**src/rtl/lsu_pkg.sv**
```systemverilog
// Shared types and constants for the pipelined load/store unit.
package lsu_pkg;

    localparam int LSU_ADDR_W_EXT = 16;
    localparam int LSU_MAX_DATA_W = 64;

    typedef enum logic {
        INIT,
        RUN
    } lsu_state_e;

    // Widest response record; per-instance logic carries only DATA_W bits of rdata.
    typedef struct packed {
        logic [LSU_MAX_DATA_W-1:0] rdata;
        logic                      err;
        logic                      is_write;
    } lsu_rsp_t;

    function automatic logic addr_in_range(input logic [LSU_ADDR_W_EXT-1:0] addr,
                                           input int unsigned               addr_w);
        return (addr >> addr_w) == '0;
    endfunction

endpackage

```
**src/rtl/lsu_pipe_if.sv**
```systemverilog
// Request/response channel between the execute stage (master) and the LSU (slave).
interface lsu_pipe_if #(
    parameter int DATA_W = 16
);
    import lsu_pkg::*;

    logic                      req_valid;
    logic                      req_ready;
    logic                      req_write;
    logic [LSU_ADDR_W_EXT-1:0] req_addr;
    logic [DATA_W-1:0]         req_wdata;
    logic [DATA_W/8-1:0]       req_be;

    logic                      rsp_valid;
    logic                      rsp_ready;
    logic [DATA_W-1:0]         rsp_rdata;
    logic                      rsp_err;
    logic                      rsp_is_write;

    modport master (
        output req_valid, req_write, req_addr, req_wdata, req_be, rsp_ready,
        input  req_ready, rsp_valid, rsp_rdata, rsp_err, rsp_is_write
    );

    modport slave (
        input  req_valid, req_write, req_addr, req_wdata, req_be, rsp_ready,
        output req_ready, rsp_valid, rsp_rdata, rsp_err, rsp_is_write
    );

endinterface

```
**src/rtl/lsu_rsp_fifo.sv**
```systemverilog
// Synchronous FIFO of arbitrary depth (pointers wrap modulo DEPTH), exposing its fill count.
module lsu_rsp_fifo #(
    parameter int WIDTH = 8,
    parameter int DEPTH = 4
) (
    input  logic                         clk,
    input  logic                         reset_n,
    input  logic                         push,
    input  logic [WIDTH-1:0]             push_data,
    input  logic                         pop,
    output logic [WIDTH-1:0]             pop_data,
    output logic [$clog2(DEPTH+1)-1:0]   count
);

    localparam int PTR_W = (DEPTH > 1) ? $clog2(DEPTH) : 1;
    localparam int CNT_W = $clog2(DEPTH + 1);

    logic [WIDTH-1:0] slots [DEPTH];
    logic [PTR_W-1:0] wr_ptr;
    logic [PTR_W-1:0] rd_ptr;
    logic             do_push;
    logic             do_pop;

    function automatic logic [PTR_W-1:0] ptr_next(input logic [PTR_W-1:0] p);
        return (p == PTR_W'(DEPTH - 1)) ? '0 : p + 1'b1;
    endfunction

    assign do_push = push && (count != CNT_W'(DEPTH));
    assign do_pop  = pop && (count != '0);

    // NOTE: state registers use non-blocking assignment so every flop samples pre-edge values.
    always_ff @(posedge clk or negedge reset_n) begin
        if (!reset_n) begin
            wr_ptr <= '0;
            rd_ptr <= '0;
            count  <= '0;
        end else begin
            if (do_push) wr_ptr <= ptr_next(wr_ptr);
            if (do_pop)  rd_ptr <= ptr_next(rd_ptr);
            case ({do_push, do_pop})
                2'b10:   count <= count + 1'b1;
                2'b01:   count <= count - 1'b1;
                default: count <= count;
            endcase
        end
    end

    // NOTE: storage has no reset; only the pointers and count decide which slots are live.
    always_ff @(posedge clk) begin
        if (do_push) slots[wr_ptr] <= push_data;
    end

    assign pop_data = slots[rd_ptr];

endmodule

```
**src/rtl/lsu_pipe.sv**
```systemverilog
// Pipelined load/store unit: word RAM with byte-lane stores, fixed read latency,
// credit-limited in-order responses and a post-reset clear sweep.
module lsu_pipe
    import lsu_pkg::*;
#(
    parameter int DATA_W     = 16,
    parameter int ADDR_W     = 8,
    parameter int RD_LATENCY = 1,
    parameter int RSP_DEPTH  = RD_LATENCY + 2
) (
    input  logic       clk,
    input  logic       reset_n,
    lsu_pipe_if.slave  bus,
    output logic       busy
);

    localparam int DEPTH  = 2 ** ADDR_W;
    localparam int BE_W   = DATA_W / 8;
    localparam int CNT_W  = $clog2(RSP_DEPTH + 1);

    // Width-specific view of lsu_rsp_t.
    typedef struct packed {
        logic [DATA_W-1:0] rdata;
        logic              err;
        logic              is_write;
    } rsp_t;

    lsu_state_e        state;
    logic [ADDR_W-1:0] clr_ptr;
    logic [CNT_W-1:0]  outstanding;

    logic [DATA_W-1:0] mem [DEPTH];

    logic              accept;
    logic              pop;
    logic              in_range;
    logic              st_commit;
    logic [ADDR_W-1:0] word_idx;
    rsp_t              new_rsp;

    logic              pipe_vld [RD_LATENCY];
    rsp_t              pipe_rsp [RD_LATENCY];

    rsp_t              head;
    logic [CNT_W-1:0]  fifo_count;

    assign in_range  = addr_in_range(bus.req_addr, ADDR_W);
    assign word_idx  = bus.req_addr[ADDR_W-1:0];
    assign accept    = bus.req_valid && bus.req_ready;
    assign st_commit = accept && bus.req_write && in_range;
    assign pop       = bus.rsp_valid && bus.rsp_ready;

    // Credit check covers both pipeline stages and FIFO, so the FIFO can never overflow.
    assign bus.req_ready = (state == RUN) && (outstanding < CNT_W'(RSP_DEPTH));
    assign busy          = (state == INIT) || (outstanding != '0);

    always_ff @(posedge clk or negedge reset_n) begin
        if (!reset_n) begin
            state   <= INIT;
            clr_ptr <= '0;
        end else if (state == INIT) begin
            clr_ptr <= clr_ptr + 1'b1;
            if (&clr_ptr) state <= RUN;
        end
    end

    always_ff @(posedge clk or negedge reset_n) begin
        if (!reset_n) begin
            outstanding <= '0;
        end else begin
            case ({accept, pop})
                2'b10:   outstanding <= outstanding + 1'b1;
                2'b01:   outstanding <= outstanding - 1'b1;
                default: outstanding <= outstanding;
            endcase
        end
    end

    // The INIT sweep owns the write port; stores can only arrive in RUN.
    always_ff @(posedge clk) begin
        if (state == INIT) begin
            mem[clr_ptr] <= '0;
        end else if (st_commit) begin
            for (int i = 0; i < BE_W; i++) begin
                if (bus.req_be[i]) mem[word_idx][8*i +: 8] <= bus.req_wdata[8*i +: 8];
            end
        end
    end

    // NOTE: every field gets a default before the conditional so no latch is inferred.
    always_comb begin
        new_rsp          = '0;
        new_rsp.err      = !in_range;
        new_rsp.is_write = bus.req_write;
        if (!bus.req_write && in_range) new_rsp.rdata = mem[word_idx];
    end

    always_ff @(posedge clk or negedge reset_n) begin
        if (!reset_n) begin
            for (int i = 0; i < RD_LATENCY; i++) pipe_vld[i] <= 1'b0;
        end else begin
            pipe_vld[0] <= accept;
            for (int i = 1; i < RD_LATENCY; i++) pipe_vld[i] <= pipe_vld[i-1];
        end
    end

    always_ff @(posedge clk) begin
        if (accept) pipe_rsp[0] <= new_rsp;
        for (int i = 1; i < RD_LATENCY; i++) pipe_rsp[i] <= pipe_rsp[i-1];
    end

    lsu_rsp_fifo #(
        .WIDTH ($bits(rsp_t)),
        .DEPTH (RSP_DEPTH)
    ) u_rsp_fifo (
        .clk       (clk),
        .reset_n   (reset_n),
        .push      (pipe_vld[RD_LATENCY-1]),
        .push_data (pipe_rsp[RD_LATENCY-1]),
        .pop       (pop),
        .pop_data  (head),
        .count     (fifo_count)
    );

    // Idle outputs are forced to zero so nothing stale from the un-reset storage leaks out.
    assign bus.rsp_valid    = (fifo_count != '0);
    assign bus.rsp_rdata    = bus.rsp_valid ? head.rdata : '0;
    assign bus.rsp_err      = bus.rsp_valid && head.err;
    assign bus.rsp_is_write = bus.rsp_valid && head.is_write;

endmodule
```
**src/flat_wrapper.sv**
```systemverilog
// flat-port wrapper written by rule: the top's interface ports become plain ports
module lsu_pipe_flat import lsu_pkg::*;
#(
    parameter int DATA_W     = 16,
    parameter int ADDR_W     = 8,
    parameter int RD_LATENCY = 1,
    parameter int RSP_DEPTH  = RD_LATENCY + 2
)
  (clk, reset_n, busy, bus_req_valid, bus_req_write, bus_req_addr, bus_req_wdata, bus_req_be, bus_rsp_ready, bus_req_ready, bus_rsp_valid, bus_rsp_rdata, bus_rsp_err, bus_rsp_is_write);
  lsu_pipe_if #(.DATA_W(DATA_W)) bus_i ();
  input  logic clk;
  input  logic reset_n;
  output logic busy;
  input wire logic [$bits(bus_i.req_valid)-1:0] bus_req_valid;
  input wire logic [$bits(bus_i.req_write)-1:0] bus_req_write;
  input wire logic [$bits(bus_i.req_addr)-1:0] bus_req_addr;
  input wire logic [$bits(bus_i.req_wdata)-1:0] bus_req_wdata;
  input wire logic [$bits(bus_i.req_be)-1:0] bus_req_be;
  input wire logic [$bits(bus_i.rsp_ready)-1:0] bus_rsp_ready;
  output wire logic [$bits(bus_i.req_ready)-1:0] bus_req_ready;
  output wire logic [$bits(bus_i.rsp_valid)-1:0] bus_rsp_valid;
  output wire logic [$bits(bus_i.rsp_rdata)-1:0] bus_rsp_rdata;
  output wire logic [$bits(bus_i.rsp_err)-1:0] bus_rsp_err;
  output wire logic [$bits(bus_i.rsp_is_write)-1:0] bus_rsp_is_write;
  assign bus_i.req_valid = bus_req_valid;
  assign bus_i.req_write = bus_req_write;
  assign bus_i.req_addr = bus_req_addr;
  assign bus_i.req_wdata = bus_req_wdata;
  assign bus_i.req_be = bus_req_be;
  assign bus_i.rsp_ready = bus_rsp_ready;
  assign bus_req_ready = bus_i.req_ready;
  assign bus_rsp_valid = bus_i.rsp_valid;
  assign bus_rsp_rdata = bus_i.rsp_rdata;
  assign bus_rsp_err = bus_i.rsp_err;
  assign bus_rsp_is_write = bus_i.rsp_is_write;
  lsu_pipe #(.DATA_W(DATA_W), .ADDR_W(ADDR_W), .RD_LATENCY(RD_LATENCY), .RSP_DEPTH(RSP_DEPTH)) u_core (.clk(clk), .reset_n(reset_n), .bus(bus_i), .busy(busy));
endmodule
```
**config.mk**
```make
export PLATFORM = sky130hd
export DESIGN_NAME = lsu_pipe_flat
export DESIGN_NICKNAME = d
export VERILOG_FILES = /design/src/rtl/lsu_pkg.sv /design/src/rtl/lsu_pipe_if.sv /design/src/rtl/lsu_rsp_fifo.sv /design/src/rtl/lsu_pipe.sv /design/src/flat_wrapper.sv
export SDC_FILE = /design/constraint.sdc
export NUM_CORES = 2
export LEC_CHECK = 0
export CORE_AREA = 2 2 646 648
export CTS_CLUSTER_SIZE = 30
export DETAILED_ROUTE_END_ITERATION = 7
export DIE_AREA = 0 0 648 650
export PLACE_DENSITY = 0.61
export SKIP_LAST_GASP = 1
export SLEW_MARGIN = 20
export SYNTH_ARGS = -nofsm -noshare
export SYNTH_HDL_FRONTEND = slang
export SYNTH_MEMORY_MAX_BITS = 65536
export SYNTH_SLANG_ARGS = --single-unit
```
**constraint.sdc**
```tcl
create_clock -name clk -period 11.25 [get_ports clk]
set_input_delay 2.25 -clock clk [delete_from_list [all_inputs] [get_ports clk]]
set_output_delay 2.25 -clock clk [all_outputs]
set_load 0.01 [all_outputs]
```
# Word-level counts from Yosys, hierarchy flattened
# Memories as Yosys holds them, arrays and structs flattened.
# Cells that the tools add are included.
# W data, S select, Z words.
# word_totals
memories,3
out_inout_bits,21
ff_bits,18
inputBits,39
ramBits,4168
elab_cells,70
# memory_table
name,words,width,read_ports,rd_ports_with_merged_regs,write_ports,line,rtl
u_core.mem,256,16,1,0,1,lsu_pipe.sv:32,logic [DATA_W-1:0] mem [DEPTH];
u_core.u_rsp_fifo.slots,3,18,1,0,1,lsu_rsp_fifo.sv:18,logic [WIDTH-1:0] slots [DEPTH];
u_core.pipe_rsp,1,18,1,0,1,lsu_pipe.sv:42,rsp_t pipe_rsp [RD_LATENCY];
# op_classes
reduce_logical,20
n_eq_ne,7
n_mux,24
bitwise,1
magnitude_cmp,1
add_sub_neg,7
# ops
operator,count
$mux W16,3
$logic_not A16 Y1,1
$reduce_or A16 Y1,1
$mux W1,15
$logic_and A1 B1 Y1,10
$add A2 B1 Y2 const B,4
$add A8 B1 Y8 const B,1
$eq A2 B2 Y1 const B,4
$mux W8,1
$pmux W2 S2,2
$reduce_and A8 Y1,1
$reduce_bool A2 Y1,4
$mux W2,3
$eq A2 B1 Y1 const B,2
$sub A2 B1 Y2 const B,2
$logic_not A1 Y1,2
$lt A2 B2 Y1 const B,1
$ne A2 B2 Y1 const B,1
$logic_or A1 B1 Y1,1
$not A1 Y1,1

# Logic depth before layout (Yosys ltp)
# depth
word_depth,10
depth_mapped,12
mapped_depth_nobuf,8

# Hierarchy
# From an unflattened synthesis, not the netlist that was laid out.
# hier_totals
hier_cells,8027
hier_area_um2,163643.2
# modules_own_cells
mod,cells_per_inst,area_each_um2,n_inst,seq_area_each_um2
lsu_pipe,7889,161353.5,1,123838.8
lsu_rsp_fifo,138,2289.7,1,1771.7

# Worst setup path before layout
# OpenSTA, ideal clock, no wires.
# synth_timing
path_type,input to register
start,input bus_req_addr[13]
end,"memory u_core.mem[0][10], data pin"
setup_time_ps,870
t_required_ps,10380
path_stages,6
path_slack_ps,3443
arrival_ps,6937
cell_sequence,or4_4 > nor2_8 > buf_6 > and4_1 > clkbuf_1 > and2_1
# synth_between
elab_chain_len,7
# synth_rtl
element,line,rtl
start: declaration,flat_wrapper.sv:16,input wire logic [$bits(bus_i.req_addr)-1:0] bus_req_addr;
$logic_not A16 Y1 *,lsu_pkg.sv:21,return (addr >> addr_w) == '0;
$logic_and A1 B1 Y1 *,lsu_pipe.sv:50,assign st_commit = accept && bus.req_write && in_range;
$mux W1,lsu_pipe.sv:83,end else if (st_commit) begin
$mux W1,lsu_pipe.sv:81,if (state == INIT) begin
$mux W1 (implied by the code),lsu_pipe.sv:85,if (bus.req_be[i]) mem[word_idx][8*i +: 8] <= bus.req_wdata[8*i +: 8];
$reduce_or A16 Y1 (no source line) *,--,
$mux W16 (no source line) *,--,
end: declaration,lsu_pipe.sv:32,
# Every way passes the cells marked *; elsewhere a longest branch is shown, timed or not.

# Final worst setup path
# layout_timing
start,input bus_req_addr[1]
end,"memory u_core.pipe_rsp[0][7] in the netlist's numbering, data pin"
# layout_between
elab_chain_len,2
# layout_rtl
element,line,rtl
$mem_v2 Z256 W16,--,
$mux W16,lsu_pipe.sv:95,if (!bus.req_write && in_range) new_rsp.rdata = mem[word_idx];
end: declaration,lsu_pipe.sv:42,
# Every way passes these cells.

==> results.cfg <==
[logic_synthesis]
avgSynthCellArea_um2 = 20.1
synth_ff_type = edfxtp_1
synthSimpleGateAreaFrac_pct = 3.75
netlist_instances = 8219
synth_fa_ha_area_share_pct = 0.0227
syn_nets = 8261
synthesis.area_mm2 = 0.165
ys_types = 84
synth_edf_count = 4168
synth_top_family_by_area = multiplexers
synth_xor_area_share_pct = 0.0689
synth.area.mux_share_pct = 14.2
synth-compound-area-share_pct = 3.59
synth_warnings = 0
ys_seq_area_share_pct = 76.1
synthArstFlopShare_pct = 0.430
synth-seq-cells = 4186

[placed_design]
port_buffers = 59
gp_congestion = 0.887
dp_cells = 13400
placed_area_mm2 = 0.171
dp_hpwl_um = 297000

[sta]
clock.fmax_ghz = 0.148
slew_violations = 0
tightest_slew_ns = 1.29
fin_crit_ns = 6.74
fin_crit_sh_pct = 59.9
setup-violations-final = 0
skew_ns = 0.0725
hold_viol = 0
maxSlewHeadroom_pct = 14.1
rsz0062_at_grt = false
tns_ns = 0

[cells_and_area]
layout_common_cells = edfxtp_1, mux4_2, mux2i_1
design_area_mm2 = 0.184
fin_util_pct = 44.4
final_cells = 14200
fillers = 34600
final_common_cell = edfxtp_1
regArea_mm2 = 0.126
multi_input_area_mm2 = 0.0360
area_growth_pct = 11.5
nets = 8369
final_layout_size_suffix_gt1_share_pct = 20.6

[flow_run]
max_cap_violations = 0

[critical_path]
cp_data_required_time_ns = 11.98
crit_type = input port to register
rrSetupSlack_ns = 6.39
worstSetupStartpointType = input port
endpoint_kind = register
critPathMaxFanout = 80
arrival_ns = 7.48

[clock_network]
cts-htree-levels = 5
ctsResizeCount = 0
path_clk_slew_ns = 0.06
cts_root_buffer = clkbuf_16
clk_latency_ns = 0.98
clk_path_buf_depth = 4
hold_buffers = 0
cts_tree = built
numClockSinks = 4186
cts_buffers = 416
cts_setup_buffers = 0

[global_routing]
antenna_found_initial = 26
grt_use_met3_pct = 4.00
grt_first_pass_wirelength_um = 666000
grt_max_degree = 205
top_usage_layer = met2
grt_pass1_vias = 84300
met2_usage_pct = 34.4
track_usage_pct = 22.3
use_met1_pct = 30.9
grt_overflow = 0

[floorplan]
die_h_um = 650
design.portCount = 60
core_area_mm2 = 0.415
fp.dieW_um = 648
die-area_mm2 = 0.421
initial_core_util_pct = 39.8
placementRows = 237

[routing]
drc = 0
wl_per_cell_um = 33.8
wirelength_um = 479000
drtPass1Iterations = 5
antenna_left = 0
initialDrtViolationCount = 12600
via_count = 86000
vias_per_cell = 6.07

[power]
p_per_area_mw_per_mm2 = 171
switching_power_w = 0.00663
p_int_w = 0.0249
p_sw_share_pct = 21.0
power_frac_comb_pct = 3.4
p_clk_share_pct = 42.9
p_seq_share_pct = 53.7
ir_drop_uv = 129
p_leak_nw = 47.0

[hold_path]
hp-class = register to register

[status]
status = complete, no violations
==> critical path: stages <==
cell and delay, ns:
buf_8 0.39, buf_12 0.40, buf_12 0.39, buf_4 0.76
mux4_2 0.34, a211oi_1 0.24, a2111oi_1 0.94, nand4_1 0.80
o22ai_1 0.63
==> power by group through the flow <==
stage	Clock [W]	Combinational [W]	Sequential (W)
2_1_floorplan	0	0.000668	0.0172
3_3_place_gp	0	0.00107	0.0172
3_5_place_dp	0	0.00108	0.0173
4_1_cts	0.0136	0.00108	0.0169
5_1_grt	0.0142	0.00111	0.0169
6_report	0.0135	0.00108	0.0169
==> cells in the mapped netlist, drive strengths merged (17+ instances only) <==
master,n,share of area [%]
nand2b,46,0.19
and3,20,0.076
o22ai,136,0.52
or3,49,0.19
a221oi,24,0.13
mux2i,547,3.3
o21ai,59,0.18
and2,44,0.17
dfrtp,18,0.27
nor2,619,1.6
a22o,39,0.21
clkbuf,203,0.46
a21oi,126,0.38
nor4,48,0.18
mux2,41,0.28
nand4,51,0.23
nand2,157,0.36
edfxtp,4168,76
mux4,776,11
a2111oi,25,0.13
nand3,36,0.11
buf,366,1.8
nor3,122,0.37
inv,17,0.039
o221ai,166,0.88
a211oi,68,0.31
a22oi,58,0.26
o211ai,19,0.086
==> final timing paths <==
check                                                      from                                 endpoint  cells past startpoint
worst max-delay path                            bus_req_addr[1]      u_core.pipe_rsp[0][7]$_SDFFCE_PN0N_                      9
worst min-delay path            u_core.pipe_rsp[0][0]$_DFFE_PN_  u_core.u_rsp_fifo.slots[1][0]$_DFFE_PP_                      0
worst max register to register           u_core.state$_DFF_PN0_             u_core.mem[177][4]$_DFFE_PP_                      6
worst min register to register  u_core.pipe_rsp[0][0]$_DFFE_PN_  u_core.u_rsp_fifo.slots[1][0]$_DFFE_PP_                      0
max in group asynchronous                               reset_n  u_core.u_rsp_fifo.rd_ptr[0]$_DFFE_PN0P_                      1
min in group asynchronous                               reset_n  u_core.u_rsp_fifo.wr_ptr[0]$_DFFE_PN0P_                      1
==> through the flow <==
stage / hold slack [ns] / total power [W] / worst slack, ns
floorplan: 0.440 / 0.0179 / 3.44
global placement: 0.461 / 0.0183 / 3.46
detailed placement: 0.466 / 0.0183 / 3.76
CTS: 0.473 / 0.0316 / 4.79
global route: 0.492 / 0.0323 / 4.57
finish: 0.473 / 0.0315 / 4.51
==> state kept, by name (all words and copies together), names as in the netlist <==
signal and count:
u_core.mem 4096, u_core.u_rsp_fifo.slots 54, u_core.pipe_rsp 18, u_core.clr_ptr 8, u_core.outstanding 2, u_core.u_rsp_fifo.count 2, u_core.u_rsp_fifo.rd_ptr 2, u_core.u_rsp_fifo.wr_ptr 2
u_core.pipe_vld 1, u_core.state 1
==> logic make-up (layout without fill, tap and decap cells) <==
kind of cell | Yosys count | in the layout
compound gates | 814 | 814
xor+xnor | 13 | 13
fa+ha+maj | 3 | 3
buf+inv | 586 | 1033
flops | 4186 | 4186
mux | 1364 | 1364
other cells | 0 | 4
simple gates | 1253 | 1253
==> per-layer routing <==
metal | vias up | wire length, um | share of wire [%]
met4 | 8 | 25100 | 5.2
met2 | 4959 | 221000 | 46
li1 | 34300 | - | -
met1 | 45800 | 187000 | 39
met5 | - | 57 | 0.012
met3 | 870 | 45600 | 9.5
==> cell type report <==
cell class,count,share of cell area (%)
inverters,17,0.0401
flip-flops and latches,4186,68.2
diodes,4,0.00544
well taps,5497,3.74
multi-input cells,3447,19.5
clock inverters,255,1.21
clock buffers,502,5.92
repair buffers,259,1.31
(Power assumes the default switching activity.)
